`src/rtl/mult_arb_pkg.sv`:
```
// Shared types and constants for the multiplier arbiter: FSM encoding,
// requester id type and operand/product widths.
package mult_arb_pkg;

  localparam int OP_W   = 8;
  localparam int PROD_W = 16;

  typedef enum logic [1:0] {
    ST_IDLE  = 2'd0,
    ST_ISSUE = 2'd1,
    ST_HOLD  = 2'd2
  } state_t;

  typedef logic req_id_t;

  localparam req_id_t REQ_ID0 = 1'b0;
  localparam req_id_t REQ_ID1 = 1'b1;

endpackage

```
`src/rtl/mult_arb_tagq.sv`:
```
// In-flight tag queue: records which requester owns each outstanding multiply,
// popped in order as products complete.
module mult_arb_tagq
  import mult_arb_pkg::*;
#(
  parameter int DEPTH = 4
) (
  input  logic    clk,
  input  logic    rst,
  input  logic    push,
  input  req_id_t push_id,
  input  logic    pop,
  output logic    full,
  output logic    empty,
  output req_id_t head_id
);

  localparam int PTR_W = (DEPTH > 1) ? $clog2(DEPTH) : 1;
  localparam int CNT_W = $clog2(DEPTH + 1);

  req_id_t            mem_r [DEPTH];
  logic [PTR_W-1:0]   wr_ptr_r;
  logic [PTR_W-1:0]   rd_ptr_r;
  logic [CNT_W-1:0]   count_r;
  logic               push_s;
  logic               pop_s;

  function automatic logic [PTR_W-1:0] next_ptr(input logic [PTR_W-1:0] ptr);
    return (ptr == PTR_W'(DEPTH - 1)) ? PTR_W'(0) : ptr + PTR_W'(1);
  endfunction

  // A simultaneous pop lets a push through on a full queue: the head is read before the slot is overwritten.
  always_comb begin
    push_s  = push && (!full || pop);
    pop_s   = pop && !empty;
    full    = (count_r == CNT_W'(DEPTH));
    empty   = (count_r == CNT_W'(0));
    head_id = mem_r[rd_ptr_r];
  end

  // Pointer, count and storage update.
  always_ff @(posedge clk or posedge rst) begin
    if (rst) begin
      wr_ptr_r <= PTR_W'(0);
      rd_ptr_r <= PTR_W'(0);
      count_r  <= CNT_W'(0);
      for (int i = 0; i < DEPTH; i++) begin
        mem_r[i] <= REQ_ID0;
      end
    end else begin
      if (push_s) begin
        mem_r[wr_ptr_r] <= push_id;
        wr_ptr_r        <= next_ptr(wr_ptr_r);
      end
      if (pop_s) begin
        rd_ptr_r <= next_ptr(rd_ptr_r);
      end
      case ({push_s, pop_s})
        2'b10:   count_r <= count_r + CNT_W'(1);
        2'b01:   count_r <= count_r - CNT_W'(1);
        default: count_r <= count_r;
      endcase
    end
  end

endmodule

```
`src/rtl/mult_arbiter.sv`:
```
// Two-requester arbiter in front of a pipelined multiplier FIFO with in-order result return.
// Define MULT_ARB_FIXED_PRIO_EN for fixed priority to requester 0 instead of round-robin.
module mult_arbiter
  import mult_arb_pkg::*;
#(
  parameter int TAG_DEPTH = 4
) (
  input  logic              clk,
  input  logic              rst,
  input  logic              req0,
  input  logic              req1,
  input  logic [OP_W-1:0]   opa0,
  input  logic [OP_W-1:0]   opb0,
  input  logic [OP_W-1:0]   opa1,
  input  logic [OP_W-1:0]   opb1,
  output logic              gnt0,
  output logic              gnt1,
  input  logic [2:0]        left_sig,
  output logic              write_req,
  output logic [PROD_W-1:0] fifo_write_data,
  input  logic              prod_valid,
  input  logic [PROD_W-1:0] product,
  output logic              res_valid0,
  output logic              res_valid1,
  output logic [PROD_W-1:0] res_data,
  output logic              err_orphan
);

  state_t  state_r;
  req_id_t winner_s;
  logic    issue_s;
  logic    pop_s;
  logic    q_full_s;
  logic    q_empty_s;
  req_id_t head_id_s;
`ifndef MULT_ARB_FIXED_PRIO_EN
  req_id_t rr_prio_r;
`endif

  // Winner selection and issue/pop qualification.
  always_comb begin
`ifdef MULT_ARB_FIXED_PRIO_EN
    winner_s = req0 ? REQ_ID0 : REQ_ID1;
`else
    if (req0 && req1) begin
      winner_s = rr_prio_r;
    end else if (req0) begin
      winner_s = REQ_ID0;
    end else begin
      winner_s = REQ_ID1;
    end
`endif
    issue_s = (state_r == ST_IDLE) && (req0 || req1) && (left_sig >= 3'd1) && !q_full_s;
    pop_s   = prod_valid && !q_empty_s;
  end

  // Issue FSM; HOLD gives left_sig a cycle to reflect the write.
  always_ff @(posedge clk or posedge rst) begin
    if (rst) begin
      state_r         <= ST_IDLE;
      write_req       <= 1'b0;
      fifo_write_data <= {PROD_W{1'b0}};
      gnt0            <= 1'b0;
      gnt1            <= 1'b0;
`ifndef MULT_ARB_FIXED_PRIO_EN
      rr_prio_r       <= REQ_ID0;
`endif
    end else begin
      write_req <= 1'b0;
      gnt0      <= 1'b0;
      gnt1      <= 1'b0;
      case (state_r)
        ST_IDLE: begin
          if (issue_s) begin
            state_r         <= ST_ISSUE;
            write_req       <= 1'b1;
            fifo_write_data <= (winner_s == REQ_ID1) ? {opa1, opb1} : {opa0, opb0};
            gnt0            <= (winner_s == REQ_ID0);
            gnt1            <= (winner_s == REQ_ID1);
`ifndef MULT_ARB_FIXED_PRIO_EN
            rr_prio_r       <= ~winner_s;
`endif
          end else begin
            state_r <= ST_IDLE;
          end
        end
        ST_ISSUE: state_r <= ST_HOLD;
        ST_HOLD:  state_r <= ST_IDLE;
        default:  state_r <= ST_IDLE;
      endcase
    end
  end

  // Result return: steer the completed product to the owner at the queue head.
  always_ff @(posedge clk or posedge rst) begin
    if (rst) begin
      res_valid0 <= 1'b0;
      res_valid1 <= 1'b0;
      res_data   <= {PROD_W{1'b0}};
      err_orphan <= 1'b0;
    end else begin
      res_valid0 <= pop_s && (head_id_s == REQ_ID0);
      res_valid1 <= pop_s && (head_id_s == REQ_ID1);
      if (pop_s) begin
        res_data <= product;
      end
      if (prod_valid && q_empty_s) begin
        err_orphan <= 1'b1;
      end
    end
  end

  mult_arb_tagq #(
    .DEPTH(TAG_DEPTH)
  ) u_tagq (
    .clk    (clk),
    .rst    (rst),
    .push   (issue_s),
    .push_id(winner_s),
    .pop    (pop_s),
    .full   (q_full_s),
    .empty  (q_empty_s),
    .head_id(head_id_s)
  );

endmodule

```
`config.mk`:
```
export PLATFORM = sky130hd
export DESIGN_NAME = mult_arbiter
export DESIGN_NICKNAME = d
export VERILOG_FILES = /design/src/rtl/mult_arb_pkg.sv /design/src/rtl/mult_arb_tagq.sv /design/src/rtl/mult_arbiter.sv
export SDC_FILE = /design/constraint.sdc
export NUM_CORES = 1
export LEC_CHECK = 0
export CAP_MARGIN = 20
export CORE_AREA = 2 2 99 101
export CTS_BUF_LIST = sky130_fd_sc_hd__clkbuf_4
export CTS_CLUSTER_DIAMETER = 150
export DETAILED_ROUTE_END_ITERATION = 10
export DIE_AREA = 0 0 101 103
export PLACE_DENSITY = 0.59
export SLEW_MARGIN = 20
export SYNTH_ARGS = -nofsm -noshare
export SYNTH_HDL_FRONTEND = slang
export SYNTH_SLANG_ARGS = --single-unit
export TNS_END_PERCENT = 5
```
`constraint.sdc`:
```
create_clock -name clk -period 4.1 [get_ports clk]
set_input_delay 0.41 -clock clk [delete_from_list [all_inputs] [get_ports clk]]
set_output_delay 0.41 -clock clk [all_outputs]
set_load 0.02 [all_outputs]
```
# Word-level counts from Yosys, hierarchy flattened
# Cells that the tools add are included.
[op_classes]
addsub = 4
n_mul = 0
div = 0
order_cmp = 4
n_eq_ne = 6
shifts = 0
mux = 20
bitwise_logic = 4
n_reduce_logical = 19
[op_table]
columns = ["operator", "count"]
rows = [
  ["two-way mux 16 bit", 1],
  ["two-way mux 1 bit", 12],
  ["logical AND 1 bit", 11],
  ["== test 2 bit (second input constant)", 3],
  [">= comparator 3 bit (second input constant)", 2],
  ["inverter 2 -> 3 bit", 2],
  ["case mux 3 bit (2 select lines)", 1],
  ["adder 2 x 1 -> 2 bit (second input constant)", 2],
  ["bitwise mux 4 bit", 1],
  ["== test 2 x 1 -> 1 bit (second input constant)", 2],
  ["two-way mux 2 bit", 2],
  ["case mux 2 bit (2 select lines)", 1],
  ["adder 3 x 1 -> 3 bit (second input constant)", 1],
  ["== test 3 bit (second input constant)", 1],
  [">= comparator 3 x 1 -> 1 bit (second input constant)", 1],
  ["logical NOT 3 bit", 1],
  ["less-than comparator 3 x 1 -> 1 bit (second input constant)", 1],
  ["subtractor 3 x 1 -> 3 bit (second input constant)", 1],
  ["binary-select mux 1 bit (select 2 bit)", 1],
  ["demux 1 bit (select 2 bit)", 1],
  ["logical NOT 1 bit", 2],
  ["logical NOT 2 bit", 1],
  ["logical OR 1 bit", 2],
  ["inverter 1 bit", 2],
  ["2 further kinds", 2],
]
[word_totals]
register_bits = 52
latchBits = 0
ramBits = 0
mem_bits_ro = 0
in_bits = 56
word_cells = 74
n_memories = 0

# Longest topological paths before layout
# Gate-level depths: netlist of run 1.
[depth]
word_depth = 7
mapped_depth = 10

# Modules after synthesis
# Synthesis of run 1 repeated with hierarchy kept, for this count alone.
[hier_totals]
hier_cells = 172
area_unflattened_um2 = 2389.8
[modules_own_cells]
columns = ["module", "n_inst", "cells_each", "area_each_um2"]
rows = [
  ["mult_arbiter", 1, 118, 1740.4],
  ["mult_arb_tagq", 1, 54, 649.4],
]

# Worst setup path before layout of run 1
# No wires, ideal clock.
[synth_timing]
kind = "register to register"
startpoint = "reg, netlist name write_req"
endpoint = "reg u_tagq.count_r[2]"
setup_ns = 0.125
arrival_time_ns = 2.065
setup_slack_ns = 1.910
stages_incl_launch_ff = 11
path_buffers = 1
synth_period_minus_slack_ns = 2.190
path_cell_list = "dfrtp_1 or2_1 a2111oi_2 buf_6 inv_1 ha_1 inv_1 fa_1 xor2_1 nor2_1 xor2_1"
[synth_rtl]
columns = ["item", "line_no", "text"]
rows = [
  ["end signal: assignment", "mult_arb_tagq.sv:59", "2'b10: count_r <= count_r + CNT_W'(1);"],
  ["end signal: assignment", "mult_arb_tagq.sv:60", "2'b01: count_r <= count_r - CNT_W'(1);"],
  ["end signal: assignment", "mult_arb_tagq.sv:61", "default: count_r <= count_r;"],
  ["end: declaration", "mult_arb_tagq.sv:24", "logic [CNT_W-1:0] count_r;"],
]

# Worst setup path in the final report of run 1
[layout_timing]
startpoint = "in left_sig[1]"
endpoint = "reg u_tagq.count_r[2]"
[layout_between]
elab_chain_cells = 6
elab_cells_between_ends = 8
classes_between = "order compare: 1; eq/ne: 2; mux: 1; reduce/logical: 4"
[layout_rtl]
columns = ["item", "line_no", "text"]
rows = [
  ["start: declaration", "mult_arbiter.sv:18", "input logic [2:0] left_sig,"],
  [">= comparator 3 x 1 -> 1 bit (*)", "mult_arbiter.sv:53", "issue_s = (state_r == ST_IDLE) && (req0 || req1) && (left_sig >= 3'd1) && !q_full_s;"],
  ["logical AND 1 bit (*) (2 in a row)", "mult_arbiter.sv:53", ""],
  ["logical AND 1 bit (*)", "mult_arb_tagq.sv:34", "push_s = push && (!full || pop);"],
  ["== test 2 x 1 -> 1 bit / == test 2 bit (equally long branches)", "mult_arb_tagq.sv:58", "case ({push_s, pop_s})"],
  ["case mux 3 bit (2 select lines) / nonzero test 2 bit (equally long branches)", "n/a", ""],
]
# Every way passes the cells marked *; elsewhere a longest branch is shown, timed or not.
# A chain may end at the register's enable or synchronous reset.

==> summary.md, run 1 <==
| Metric | Value |
|---|---|
| Run status | `finished, final reports clean` |
| Die width | `101 µm` |
| Post-DP HPWL | `3280 µm` |
| Iteration count of the initial detailed-routing pass | `3` |
| Seq/Total Area, Yosys | `55.8%` |
| N_diodes | `0` |
| R2r startpoint | `write_req` |
| Share of cells above drive strength 1 | `17.3%` |
| CTS resizes | `0` |
| Fin crit period | `2080 ps` |
| TritonCTS clock tree | `built` |
| Die area | `0.0104 mm²` |
| Tcrit/Tclk final | `50.8%` |
| Clock Tree Buf Depth | `2` |
| Synth Register Bits | `51` |
| Root Driver | `clkbuf_4` |
| Crit path max-delay family | `buffers and inverters` |
| Max cap viols | `0` |
| Worst Max-Slew Pin Slew | `521 ps` |
| Hold Fails Final Rpt | `0` |
| DRC | `0` |
| Crit start category | `primary input` |
| I/O pin total | `94` |
| Core Util, Final | `35.5%` |
| Max VDD drop | `0.200 mV` |
| # fillers | `964` |
| Critical path's slowest cell | `clkdlybuf4s50_1` |
| Post-synth EDFFs | `0` |
| Clk slew on worst S/H paths | `140 ps` |
| GP Congestion | `0.706` |
| Crit path DAT | `2380 ps` |
| WP buf/inv | `3` |
| Post-Syn Instances | `176` |
| RSZ-0062 raised after global routing | `no` |
| Register area | `0.00128 mm²` |
| First-pass GRT wire length | `7250 µm` |
| Worst EP required | `4400 ps` |
| Worst slew margin | `65.2%` |
| Max-slew violations | `0` |
| Initial Utilization | `24.2%` |
| Vias in the first global route | `1553` |
| CP max FO | `3` |
| Postcts setup bufs | `0` |
| Post-CTS Hold Fix Bufs | `0` |
| Area grow syn2layout | `47.0%` |
| Mapped cell area | `0.00229 mm²` |
| Slowest stage delay, CP | `400 ps` |
| Critical Path, Cell by Cell | `clkdlybuf4s50_1 -> nor3_1 -> a2111oi_4 -> inv_1 -> ha_1 -> inv_1 -> fa_1 -> xor2_1 -> nor2_1 -> xor2_1` |
| Post-synth ARST share | `100%` |
| Largest net degree at the start of global routing | `47` |
| Syn_nets | `239` |
| Pwr/cell area | `662 mW/mm²` |
| R2R setup slack | `2080 ps` |
| Clock Sinks | `51` |
| Critical Path Start | `left_sig[1]` |
| Row count | `36` |
| Fmax | `480 MHz` |
| Final ANT Viol Nets | `0` |
| Inserted Clock Buffers | `5` |
| FF-to-FF path depth | `9` |
| Initial antenna violation count | `0` |
| Yosys warns | `0` |
| Core region area | `0.00946 mm²` |
| Hold WC Path Type | `in -> async` |
| WL/cell | `11.9 µm` |
| CP endpoint kind | `register` |
| Global route overflow | `0` |
| Critical path class | `in -> reg` |
| Post-route setup TNS | `0 ps` |
| Reg2reg end | `u_tagq.count_r[2]` |
| Netlist cell types | `28` |
| Port bufs | `93` |
| Post-synth top flop | `dfrtp_1` |
| Setup Skew | `12.7 ps` |
| Avg Inst Size Synth | `13.0 µm²` |
| WL final | `4580 µm` |
| Endpoints failing setup | `0` |
| DRC violation total after the first TritonRoute iteration | `28` |
| Vias per std cell | `4.11` |
| GRT Overall Usage | `8.93%` |
| Die Y | `103 µm` |
| Static Leak | `1.40 nW` |
| Worst-Skew Late Latency | `370 ps` |
| H-tree lvl count | `2` |
| Final #Nets | `334` |
| Area of the multi-input gates | `898 µm²` |
| Via count | `1586` |
state kept, by name, indices dropped and copies added (netlist names):
| signal | flops |
|---|---|
| res_valid0 | 1 |
| gnt1 | 1 |
| write_req | 1 |
| u_tagq.wr_ptr_r | 2 |
| state_r | 1 |
| fifo_write_data | 16 |
| res_data | 16 |
| u_tagq.count_r | 3 |
| res_valid1 | 1 |
| err_orphan | 1 |
| u_tagq.mem_r | 4 |
| rr_prio_r | 1 |
| gnt0 | 1 |
| u_tagq.rd_ptr_r | 2 |
stage by stage:
stage / setup WS, ps / cells / hold WS (ps) / cell area, µm² / total power, mW
after global placement: 1700 / 378 / 409 / 3310 / 2.01
after global routing: 1940 / 386 / 345 / 3360 / 2.39
after floorplan: 1910 / 176 / 395 / 2290 / 1.61
after detailed placement: 1620 / 378 / 410 / 3310 / 2.03
final: 2020 / 386 / 323 / 3360 / 2.23
after CTS: 2020 / 386 / 324 / 3360 / 2.27
cell type report:
| cell class | instances | share of cell area [%] |
|---|---|---|
| inverter | 8 | 0.894 |
| timing repair buffer | 97 | 28.6 |
| clock inverter | 2 | 0.223 |
| multi-input combinational | 108 | 26.7 |
| clock buffer | 6 | 1.34 |
| tap | 114 | 4.24 |
| sequential | 51 | 38.0 |
cells in the mapped netlist (2+ instances only):
cell	number	area [µm²]
ha_1	6	75.1
a21o_1	3	22.5
nor2_1	22	82.6
nor3_1	3	15.0
inv_1	8	30.0
a31oi_1	4	25.0
mux2i_1	17	170
nand2_1	2	7.51
buf_2	4	20.0
dfrtp_1	51	1280
xor2_1	2	17.5
buf_6	2	22.5
a21oi_1	5	25.0
nor2b_1	2	12.5
mux2_2	17	191
buf_12	2	40.0
a21oi_2	15	131
logic make-up after synthesis:
| kind of cell | after synthesis | synth area share, % |
|---|---|---|
| AOI/OAI and AO/OA | 31 | 10.5 |
| xor gates and xnor gates | 3 | 1.15 |
| adders and majority gates | 7 | 4.16 |
| buffers and inverters | 17 | 5.58 |
| DFF | 51 | 55.8 |
| muxes | 35 | 16.8 |
| and+or+nand+nor | 32 | 5.97 |
routing by layer:
metal,wire [µm],up-vias,track usage [%]
li1,-,787,-
met1,2080,722,10.8
met3,475,5,4.14
met2,1980,72,14.6
met5,0,-,0
met4,37,0,2.18
report_power, final:
group          switching, mW  internal [mW]  leakage, nW
Sequential             0.125          0.720        0.590
Clock                  0.161         0.0708       0.0307
Combinational          0.574          0.575        0.782
how the worst max path moves through the flow:
stage / slack (ps) / depth (start not counted) / to
floorplan: 1910 / 10 / u_tagq.count_r[2]
global placement: 1700 / 10 / u_tagq.count_r[2]
detailed placement: 1620 / 10 / u_tagq.count_r[2]
CTS: 2020 / 10 / u_tagq.count_r[2]
global route: 1940 / 10 / u_tagq.count_r[2]
finish: 2020 / 10 / u_tagq.count_r[2]
layout by cell type (no fill, tap or decap), drive strengths merged:
cell           instances
a21boi                 1
fa                     1
nor2b                  2
clkdlybuf4s50         93
clkbuf                 6
mux4                   1
ha                     6
buf                    4
nand2b                 1
clkinv                 2
a31oi                  4
a2111oi                1
a21oi                 20
o21ai                  2
xnor2                  1
nor2                  22
xor2                   2
mux2i                 17
a21o                   3
and2                   1
nor3                   3
inv                    8
mux2                  17
nand2                  2
dfrtp                 51
or2                    1
Power figures use the tool's default switching activity.
==> run 2, diff against run 1 <==
==> constraint.sdc (replaced) <==
create_clock -name clk -period 2 [get_ports clk]
set_input_delay 0.2 -clock clk [delete_from_list [all_inputs] [get_ports clk]]
set_output_delay 0.2 -clock clk [all_outputs]
set_load 0.02 [all_outputs]
==> run 2 against run 1 <==
Global-route usage shrank 0.081 points. Combinational power up 110%. Wire length is 1.1% lower. Non-clock buffer count grew 4. Sequential power rose by 110%. Die area is the same. First-iteration DRC count down 36%. Cell count increased by 1.0%. Total power grew 110%. Clock-buffer cell count down 1. Critical path type is now reg -> reg. Critical endpoint is now u_tagq.count_r[1].
==> summary.md, run 2 (synthesis results as in run 1) <==
| Metric | Value |
|---|---|
| Run status | `finished, final reports clean` |
| Crit path max-delay family | `adder cells` |
| Die area | `0.0104 mm²` |
| Initial antenna violation count | `0` |
| Tcrit/Tclk final | `93.4%` |
| Setup Skew | `12.5 ps` |
| Post-DP HPWL | `3290 µm` |
| Leading cell types in the layout, fill and taps excluded | `93 x clkdlybuf4s50_1, 49 x dfrtp_1, 21 x nor2_1, 17 x mux2_2, 17 x mux2i_1` |
| Critical Path, Cell by Cell | `or2_1 -> a2111oi_4 -> inv_2 -> ha_2 -> inv_1 -> fa_1 -> mux2i_1` |
| Initial Utilization | `24.2%` |
| Largest net degree at the start of global routing | `47` |
| Root Driver | `clkbuf_4` |
| Worst Hold Slack | `115 ps` |
| Inserted Clock Buffers | `5` |
| WL/cell | `11.6 µm` |
| WP buf/inv | `2` |
| Die Y | `103 µm` |
| Critical path's slowest cell | `dfrtp_2` |
| Clock Tree Buf Depth | `2` |
| Max VDD drop | `0.405 mV` |
| Slowest stage delay, CP | `430 ps` |
| Via count | `1599` |
| Core Util, Final | `36.5%` |
| Clock Sinks | `51` |
| TritonCTS clock tree | `built` |
| Area of the multi-input gates | `903 µm²` |
| Port bufs | `93` |
| Area grow syn2layout | `51.0%` |
| DRC | `0` |
| Row count | `36` |
| Critical path class | `reg -> reg` |
| Register area | `0.00128 mm²` |
| RSZ-0062 raised after global routing | `no` |
| Worst slew margin | `75.2%` |
| H-tree lvl count | `2` |
| I/O pin total | `94` |
| DRC violation total after the first TritonRoute iteration | `18` |
| Worst-Skew Late Latency | `360 ps` |
| Endpoints failing setup | `0` |
| Hold Fails Final Rpt | `0` |
| Worst EP required | `2300 ps` |
| N_diodes | `0` |
| Hold WC Path Type | `in -> async` |
| Post-route setup TNS | `0 ps` |
| First-pass GRT wire length | `7210 µm` |
| Clk slew on worst S/H paths | `150 ps` |
| Final ANT Viol Nets | `0` |
| CP endpoint kind | `register` |
| Fin crit period | `1870 ps` |
| Crit path DAT | `2160 ps` |
| Iteration count of the initial detailed-routing pass | `4` |
| # fillers | `943` |
| Pwr/cell area | `1370 mW/mm²` |
| Max-slew violations | `0` |
| Final #Nets | `338` |
| Die width | `101 µm` |
| Vias in the first global route | `1557` |
| GRT Overall Usage | `8.85%` |
| Max cap viols | `0` |
| CP max FO | `3` |
| Power Total | `4.72 mW` |
| Regs by FF count | `fifo_write_data (16), res_data (16), u_tagq.mem_r (4)` |
| Most common cell after layout, fill and taps aside | `clkdlybuf4s50_1` |
| Postcts setup bufs | `0` |
| Fmax | `536 MHz` |
| Vias per std cell | `4.10` |
| Worst slack at placement | `-153 ps` |
| Post-CTS Hold Fix Bufs | `0` |
| Worst Max-Slew Pin Slew | `371 ps` |
| GP Congestion | `0.638` |
| Share of cells above drive strength 1 | `20.7%` |
| PnR worst setup slack | `133 ps` |
| Core region area | `0.00946 mm²` |
| Crit start category | `register` |
| WL final | `4530 µm` |
| Global route overflow | `0` |
| Static Leak | `1.44 nW` |
-- run 2: power by group --
group          leakage [nW]  switching, mW  internal, mW
Sequential            0.588          0.256          1.48
Clock                0.0426          0.321         0.258
Combinational         0.809           1.19          1.22
Total                  1.44           1.76          2.96
-- run 2: worst reg2reg max path, stage by stage (launching register included) --
cell	delay (ps)
dfrtp_2	430
or2_1	240
a2111oi_4	260
inv_2	70
ha_2	190
inv_1	60
fa_1	410
mux2i_1	150
-- run 2: metal layers --
metal | GRT usage (%) | share of wire, % | wire [µm] | vias up
met5 | 0 | 0 | 0 | -
met3 | 3.32 | 7.8 | 353 | 4
met2 | 15.9 | 50 | 2280 | 63
met4 | 2.81 | 0.71 | 32 | 0
li1 | - | - | - | 798
met1 | 9.71 | 41 | 1860 | 734
-- run 2: per-stage QoR --
step | instance area, µm² | cells
after floorplan | 2300 | 176
after global placement | 3370 | 382
after detailed placement | 3370 | 382
after CTS | 3440 | 390
after global routing | 3450 | 390
final | 3450 | 390
-- run 2: what timing repair did --
action	CTS	global route
resized for setup	0	3
endpoints found under the setup margin	0	4
endpoints found under the hold margin	0	0
-- run 2: area by class of cell --
cell class	count	area share, %
timing repair buffer	101	29.6
sequential	51	37.1
multi-input combinational	108	26.2
tap	114	4.13
clock buffer	5	1.09
inverter	8	0.870
clock inverter	3	1.12
-- run 2: worst paths after layout --
check | slack, ps | endpoint | cells after the start | from
worst max register to register | 130 | u_tagq.count_r[1] | 7 | write_req
worst min-delay path | 110 | res_data[1] | 2 | rst
min in group clk | 430 | state_r[1] | 1 | state_r[1]
worst max-delay path | 130 | u_tagq.count_r[1] | 7 | write_req
worst min register to register | 430 | state_r[1] | 1 | state_r[1]
max in group asynchronous | 1350 | write_req | 3 | rst
==> run 3, diff against run 2 <==
--- a/config.mk
+++ b/config.mk
@@ -6,11 +6,11 @@
 export NUM_CORES = 1
 export LEC_CHECK = 0
 export CAP_MARGIN = 20
-export CORE_AREA = 2 2 99 101
+export CORE_AREA = 2 2 110 91
 export CTS_BUF_LIST = sky130_fd_sc_hd__clkbuf_4
 export CTS_CLUSTER_DIAMETER = 150
 export DETAILED_ROUTE_END_ITERATION = 10
-export DIE_AREA = 0 0 101 103
+export DIE_AREA = 0 0 112 93
 export PLACE_DENSITY = 0.59
 export SLEW_MARGIN = 20
 export SYNTH_ARGS = -nofsm -noshare
==> run 3 against run 2 <==
Utilization up 0.18 points. Global-route usage rose by 0.37 points. First-iteration DRC count increased by 72%. Clock-buffer cell count did not move. Worst hold slack barely moved. Highest routed layer unchanged.
==> summary.md, run 3 (synthesis results as in run 1) <==
| Metric | Value |
|---|---|
| RSZ-0062 raised after global routing | `no` |
| Endpoints failing setup | `0` |
| Initial Utilization | `24.4%` |
| Dpl cells | `387` |
| Final #Nets | `338` |
| Max-slew violations | `0` |
| # fillers | `953` |
| Vias per std cell | `4.12` |
| Max cap viols | `0` |
| Initial antenna violation count | `0` |
| Worst EP required | `2270 ps` |
| TritonCTS clock tree | `built` |
| Clock Tree Buf Depth | `2` |
| R2R setup slack | `160 ps` |
| R2r startpoint | `write_req` |
| Switching pwr | `1.78 mW` |
| GP Congestion | `0.647` |
| Most common cell after layout, fill and taps aside | `clkdlybuf4s50_1` |
| Pint | `2.83 mW` |
| Regs by FF count | `fifo_write_data (16), res_data (16), u_tagq.mem_r (4)` |
| Port bufs | `93` |
| Postcts setup bufs | `0` |
| Tcrit/Tclk final | `92.2%` |
| Leading cell types in the layout, fill and taps excluded | `93 x clkdlybuf4s50_1, 49 x dfrtp_1, 21 x nor2_1, 17 x mux2_2, 17 x mux2i_1` |
| Worst-Skew Late Latency | `370 ps` |
| Met3 Usage GRT | `3.82%` |
| CP max FO | `3` |
| Fin crit period | `1840 ps` |
| First-pass GRT wire length | `7760 µm` |
| Worst slew margin | `66.3%` |
| Critical path's slowest cell | `dfrtp_2` |
| Pwr/cell area | `1340 mW/mm²` |
| N_diodes | `0` |
| Gate power share | `52.2%` |
| Hold Fails Final Rpt | `0` |
| Iteration count of the initial detailed-routing pass | `2` |
| Area grow syn2layout | `50.2%` |
| Slowest stage delay, CP | `440 ps` |
| DRC | `0` |
| Cell mode on critical path | `xor2_1` |
| Fmax | `542 MHz` |
| GRT Overall Usage | `9.22%` |
| CTS resizes | `0` |
| Reg2reg end | `u_tagq.count_r[2]` |
| Critical Path, Cell by Cell | `or2_1 -> a2111oi_4 -> inv_2 -> ha_2 -> inv_1 -> fa_1 -> xor2_1 -> nor2_1 -> xor2_1` |
| Largest net degree at the start of global routing | `47` |
| Clk slew on worst S/H paths | `150 ps` |
| Global route overflow | `0` |
| Setup Skew | `10.8 ps` |
| Power Total | `4.62 mW` |
| Switching share of power | `38.7%` |
| H-tree lvl count | `2` |
| Die Y | `93 µm` |
| GR peak layer | `met2` |
| Die width | `112 µm` |
| Via count | `1629` |
| Vias in the first global route | `1729` |
| Critical Path Start | `write_req` |
| CP endpoint kind | `register` |
| Final ANT Viol Nets | `0` |
| Max VDD drop | `0.472 mV` |
| Crit path DAT | `2110 ps` |
| Critical path class | `reg -> reg` |
| Row count | `32` |
| Non-Filler Cell Area, Final | `0.00343 mm²` |
| Post-DP HPWL | `3430 µm` |
| Static Leak | `1.43 nW` |
| Hold WC Path Type | `in -> async` |
| WL final | `4620 µm` |
| Worst Max-Slew Pin Slew | `506 ps` |
| Area after DPL | `0.00337 mm²` |
| Core region area | `0.00937 mm²` |
| Run status | `finished, final reports clean` |
| WL/cell | `11.7 µm` |
| Root Driver | `clkbuf_4` |
| Die area | `0.0104 mm²` |
| Post-CTS Hold Fix Bufs | `0` |
| Clock Sinks | `51` |
| Post-route insts no fill | `395` |
| Inserted Clock Buffers | `5` |
| I/O pin total | `94` |
| Flop pwr share | `37.8%` |
| FF-to-FF path depth | `9` |
| Crit start category | `register` |
| Clk pwr share | `10.1%` |
| Met1 GRT Util | `10.7%` |
| Met2 usage | `15.9%` |
| Share of cells above drive strength 1 | `20.7%` |
| DRC violation total after the first TritonRoute iteration | `31` |
==> run 3: critical path: cells and delay by family, from the launching register on <==
family	cells	cell delay [ps]
adders and majority gates	2	360
AOI/OAI and AO/OA	1	240
xor gates and xnor gates	2	280
DFF	1	440
buffers and inverters	2	130
and+or+nand+nor	2	300
==> run 3: through the flow <==
stage               hold WS, ps  utilization [%]  setup WS (ps)  TNS (ps)
floorplan                   317                -           8.57         0
global placement            410             36.0           -110      -485
detailed placement          414             36.0           -165     -1100
CTS                         103             36.6           75.7         0
global route                114             36.7           8.73         0
finish                      114             36.7            157         0
==> run 3: cell type report <==
type | instances | area (µm²) | share of cell area, %
inverter | 8 | 30.0 | 0.874
sequential | 51 | 1280 | 37.2
tap | 119 | 149 | 4.34
multi-input combinational | 108 | 903 | 26.3
clock buffer | 5 | 37.5 | 1.09
clock inverter | 3 | 20.0 | 0.583
timing repair buffer | 101 | 1020 | 29.6
==> run 3: worst max path at each step <==
stage / endpoint / cells after the start
floorplan: u_tagq.count_r[2] / 10
global placement: u_tagq.count_r[2] / 11
detailed placement: u_tagq.count_r[2] / 11
CTS: u_tagq.count_r[2] / 9
global route: u_tagq.count_r[2] / 9
finish: u_tagq.count_r[2] / 9
==> run 3: layer usage <==
layer	part of all wire, %	vias up	wire (µm)
met4	0.80	0	37
met1	42	766	1950
met3	9.5	5	437
met5	0	-	0
met2	48	63	2200
li1	-	795	-
==> run 3: power groups by stage <==
stage / clock network (mW) / logic [mW] / registers [mW]
6_report: 0.465 / 2.41 / 1.74
5_1_grt: 0.545 / 2.64 / 1.80
3_3_place_gp: 0 / 2.40 / 1.75
4_1_cts: 0.510 / 2.45 / 1.75
3_5_place_dp: 0 / 2.44 / 1.77
2_1_floorplan: 0 / 1.22 / 2.12
